==> config.mk <==
export PLATFORM = sky130hd
export DESIGN_NAME = rom_access_arb
export DESIGN_NICKNAME = d
export VERILOG_FILES = /design/src/rtl/rom_access_arb.sv
export SDC_FILE = /design/constraint.sdc
export NUM_CORES = 1
export LEC_CHECK = 0
export ABC_AREA = 1
export BUFFER_PORTS_ARGS = -buffer_cell sky130_fd_sc_hd__clkbuf_2
export CAP_MARGIN = 20
export CORE_MARGIN = 2
export CORE_UTILIZATION = 28
export CTS_CLUSTER_DIAMETER = 200
export DETAILED_ROUTE_END_ITERATION = 10
export REMOVE_ABC_BUFFERS = 1
export SLEW_MARGIN = 0
export SYNTH_ARGS = -nofsm -noshare
export SYNTH_HDL_FRONTEND = slang
export SYNTH_SLANG_ARGS = --single-unit
==> constraint.sdc <==
create_clock -name CLK -period 1.96 [get_ports CLK]
set_clock_uncertainty 0.15 [all_clocks]
set_input_delay 0.49 -clock CLK [delete_from_list [all_inputs] [get_ports CLK]]
set_output_delay 0.49 -clock CLK [all_outputs]
set_load 0.02 [all_outputs]
==> src/rtl/rom_access_arb.sv <==
// Round-robin two-port arbiter/sequencer in front of a single-port program BRAM.
// Optional write protection of port A is enabled by defining ROM_ARB_WP_EN.
module rom_access_arb #(
  parameter int unsigned AW = 12,
  parameter int unsigned DW = 32
) (
  input  logic            CLK,
  input  logic            RST,
  input  logic            A_REQ,
  input  logic [AW-1:0]   A_ADDR,
  input  logic [DW-1:0]   A_WDATA,
  input  logic [DW/8-1:0] A_WREN,
  output logic            A_GNT,
  output logic            A_RVALID,
  output logic [DW-1:0]   A_RDATA,
  input  logic            B_REQ,
  input  logic [AW-1:0]   B_ADDR,
  input  logic [DW-1:0]   B_WDATA,
  input  logic [DW/8-1:0] B_WREN,
  output logic            B_GNT,
  output logic            B_RVALID,
  output logic [DW-1:0]   B_RDATA,
  output logic [AW-1:0]   M_ADDR,
  output logic [DW-1:0]   M_WDATA,
  output logic [DW/8-1:0] M_WREN,
  output logic            M_CS,
  input  logic [DW-1:0]   M_RDATA,
  output logic            WP_ERR
);

  typedef enum logic {PORT_A = 1'b0, PORT_B = 1'b1} port_e;

  port_e            r_last;
  logic [AW-1:0]    r_m_addr;
  logic [DW-1:0]    r_m_wdata;
  logic [DW/8-1:0]  r_m_wren;
  logic             r_m_cs;
  logic             r_tag_v;
  port_e            r_tag_p;
  logic             r_a_rvalid;
  logic             r_b_rvalid;

  logic             w_a_gnt;
  logic             w_b_gnt;
  logic             w_gnt;
  port_e            w_gnt_port;
  logic [AW-1:0]    w_sel_addr;
  logic [DW-1:0]    w_sel_wdata;
  logic [DW/8-1:0]  w_sel_wren;
  logic [DW/8-1:0]  w_wren;
  logic             w_is_read;
  logic             w_wp_hit;

  // On a tie the port that did not win last time gets the grant.
  always_comb begin
    w_a_gnt = 1'b0;
    w_b_gnt = 1'b0;
    if (!RST) begin
      if (A_REQ && (!B_REQ || r_last == PORT_B)) begin
        w_a_gnt = 1'b1;
      end else if (B_REQ) begin
        w_b_gnt = 1'b1;
      end
    end
    w_gnt       = w_a_gnt | w_b_gnt;
    w_gnt_port  = w_b_gnt ? PORT_B : PORT_A;
    w_sel_addr  = w_b_gnt ? B_ADDR  : A_ADDR;
    w_sel_wdata = w_b_gnt ? B_WDATA : A_WDATA;
    w_sel_wren  = w_b_gnt ? B_WREN  : A_WREN;
    w_wren      = w_wp_hit ? '0 : w_sel_wren;
    // A blocked write still carries a nonzero request WREN, so it never tags a return.
    w_is_read   = w_gnt && (w_sel_wren == '0);
  end

  always_ff @(posedge CLK) begin
    if (RST) begin
      r_m_addr   <= '0;
      r_m_wdata  <= '0;
      r_m_wren   <= '0;
      r_m_cs     <= 1'b0;
      r_last     <= PORT_B;
      r_tag_v    <= 1'b0;
      r_tag_p    <= PORT_A;
      r_a_rvalid <= 1'b0;
      r_b_rvalid <= 1'b0;
    end else begin
      r_m_cs <= w_gnt;
      if (w_gnt) begin
        r_m_addr  <= w_sel_addr;
        r_m_wdata <= w_sel_wdata;
        r_m_wren  <= w_wren;
        r_last    <= w_gnt_port;
      end else begin
        r_m_wren <= '0;
      end
      r_tag_v    <= w_is_read;
      r_tag_p    <= w_gnt_port;
      r_a_rvalid <= r_tag_v && (r_tag_p == PORT_A);
      r_b_rvalid <= r_tag_v && (r_tag_p == PORT_B);
    end
  end

`ifdef ROM_ARB_WP_EN
  logic r_wp_err;

  always_comb begin
    w_wp_hit = w_a_gnt && (A_WREN != '0);
  end

  always_ff @(posedge CLK) begin
    if (RST) begin
      r_wp_err <= 1'b0;
    end else if (w_wp_hit) begin
      r_wp_err <= 1'b1;
    end
  end

  assign WP_ERR = r_wp_err;
`else
  assign w_wp_hit = 1'b0;
  assign WP_ERR   = 1'b0;
`endif

  assign A_GNT    = w_a_gnt;
  assign B_GNT    = w_b_gnt;
  assign M_ADDR   = r_m_addr;
  assign M_WDATA  = r_m_wdata;
  assign M_WREN   = r_m_wren;
  assign M_CS     = r_m_cs;
  assign A_RVALID = r_a_rvalid;
  assign B_RVALID = r_b_rvalid;
  assign A_RDATA  = M_RDATA;
  assign B_RDATA  = M_RDATA;

endmodule

==> results.md <==
* Syn. warnings at 0
* Ports at 250
* CP startpoint kind: register
* Multi-input gate area at 1247 um^2
* Post-Syn Area at 3014 um^2
* Die height at 107.8 um
* Post-cts resize count at 0
* Initial DRT Pass Iterations at 4
* Area Growth Syn to Fin at 15.73%
* WL final at 9778 um
* Hold WC Path Type: in -> reg
* Register Area at 1081 um^2
* Seq/Total Area, Yosys at 0.3587
* CTS tree: yes
* Crit Path Category: reg -> out
* Filler cell count at 1158
* Clock sinks at 54
* Routability cong. at 0.7669
* Detailed Place HPWL at 7728 um
* Final core utilization at 0.3364
* Post-synthesis cell type count at 19
* Top cell type's share of synthesized area at 0.3587
* PwrDens at 769.4 nW/um^2
* Global-route wire length before repair at 14670 um
* Setup ws final at 0.1491 ns
* Via-to-Cell Ratio at 4.436
* PortBufs at 152
* CP Capture Type: output port
* CTS Hold Bufs at 0
* Die area at 11610 um^2
* Slew of the pin with the lowest slew margin at 0.5118 ns
* Max_cap viols at 0
* Max-slew violations at 0
* Global Route Usage Sum at 0.1652
* Chip Width at 107.8 um
* Htree depth at 2
* CP arrival at 1.17 ns
* N_diodes at 0
* Number of buffers created by CTS at 5
* Final critical-path share of the clock period at 0.9239
* Main area contributors after synthesis: dfxtp_1 (36%), nand2_1 (27%), buf_4 (18%)
* Synthesis-stage register bit count at 54
* Wire per inst at 14.55 um
* Final setup violation count at 0
* Overall power at 2.684 mW
* Fmax at 552.2 MHz
* Number of remaining DRC errors at 0
* Layout cells sized above 1 at 0.3340
* Rows at 37
* Vias in the first global route at 2783
* Max FO, Critical Path at 3
* Status: completed
* Vias at 2981
* Worst-path clk slew at 0.10 ns
* Pin count of the biggest net entering global routing at 47
* Post-CTS setup repair buffer count at 0
* Relative slew slack at 0.6588
* Yosys top cell by area: dfxtp_1
* CTS root buffer: clkbuf_8
* Total congestion overflow at 0
* CP Data Required Time at 1.32 ns
* Core box area at 10370 um^2
* Clk buf depth at 2
* Final antenna-violating net count at 0
* Cells after Synth at 455
* Crit path time final at 1.811 ns
* Maximum vdd ir drop at 0.0002782 V
* Starting DRC count in detailed routing at 159
* Nets@finish at 667
* Leak Pwr at 2.087 nW
* Final Hold Viols at 0
* Starting Density at 0.2907
* Post-Syn Area per Cell at 6.624 um^2
* Initial antenna violation count at 0
* Clk_lat worst skew at 0.30 ns
* Worst slack, placed at 0.2123 ns
* Unrepaired setup endpoints after global routing: false
==> layout by cell type, fill, tap and decap left out <==
cell	Yosys	routed
o211ai_1	1	1
nand3_4	1	1
inv_2	4	4
clkbuf_8	0	5
nand2_2	2	2
clkinv_2	0	2
nand3_1	46	46
nor2_2	1	1
inv_1	8	8
nand3b_1	8	8
o21ai_1	2	2
nor2_1	21	21
dfxtp_1	54	54
bufinv_16	0	1
clkbuf_2	0	152
conb_1	1	1
nand2_1	216	216
buf_4	73	10
nand3_2	1	1
==> path summary, 6_finish.rpt <==
path	startpoint	endpoint	slack (ns)	cells after the start
max	r_last$_SDFFE_PP1P_	A_GNT	0.15	5
min	RST	B_RVALID$_SDFF_PP0_	0.24	2
max reg2reg	r_last$_SDFFE_PP1P_	M_WDATA[11]$_SDFFE_PP0P_	0.47	7
min reg2reg	r_tag_p$_SDFF_PP0_	A_RVALID$_SDFF_PP0_	0.27	1
==> final cells by class <==
class / instances / share of cell area
well taps: 136 / 0.04878
repair buffers: 162 / 0.2396
flip-flops and latches: 54 / 0.3099
multi-input cells: 300 / 0.3576
inverters: 12 / 0.01291
clock buffers: 5 / 0.01973
clock inverters: 3 / 0.01148
==> layer usage <==
| metal | vias to the layer above | GRT usage | routed length [um] |
|---|---|---|---|
| li1 | 1484 | - | - |
| met1 | 1290 | 0.2004 | 4175 |
| met2 | 196 | 0.2233 | 3682 |
| met3 | 9 | 0.1350 | 1810 |
| met4 | 2 | 0.02747 | 55 |
| met5 | - | 0.04762 | 54 |
==> cell families after synthesis <==
logic type      Yosys count  synth area share
other cells               1          0.001244
flops                    54            0.3587
simple gates            296            0.4068
compound gates            3          0.005813
buf+inv                 101            0.2275
==> metrics by stage <==
stage | hold WS, ns | instances | TNS [ns] | instance area, um^2
after CTS | 0.2246 | 672 | 0 | 3488
after global placement | 0.2471 | 664 | 0 | 3379
after floorplan | 0.2403 | 366 | -39.74 | 2374
after detailed placement | 0.2527 | 664 | 0 | 3379
after global routing | 0.2394 | 672 | 0 | 3488
final | 0.2412 | 672 | 0 | 3488
==> critical path: stages, from the launching register on <==
cell and delay, ns:
dfxtp_1 0.37, inv_2 0.05, nand2_1 0.10, nand3_2 0.11
inv_1 0.08, clkbuf_2 0.16
==> sequential cells by signal, summed over array words and instances, names as in the netlist <==
signal and flops:
M_CS 1, A_RVALID 1, r_tag_p 1, M_ADDR 12
M_WDATA 32, B_RVALID 1, M_WREN 4, r_tag_v 1
r_last 1
==> power by group <==
part	internal (mW)	switching, mW
Sequential	1.21	0.0596
Clock	0.377	0.358
Combinational	0.256	0.426
==> synth_stat cells <==
cell type  instances
nand3b_1           8
conb_1             1
o21ai_1            2
nand2_1          216
inv_2              4
o211ai_1           1
nand3_4            1
inv_1              8
buf_2              8
nand3_1           46
nand2_2            2
clkbuf_1           1
buf_4             73
buf_6              3
nor2_2             1
dfxtp_1           54
nand3_2            1
buf_1              4
nor2_1            21
Note: power is estimated with default switching activity, not from simulation.
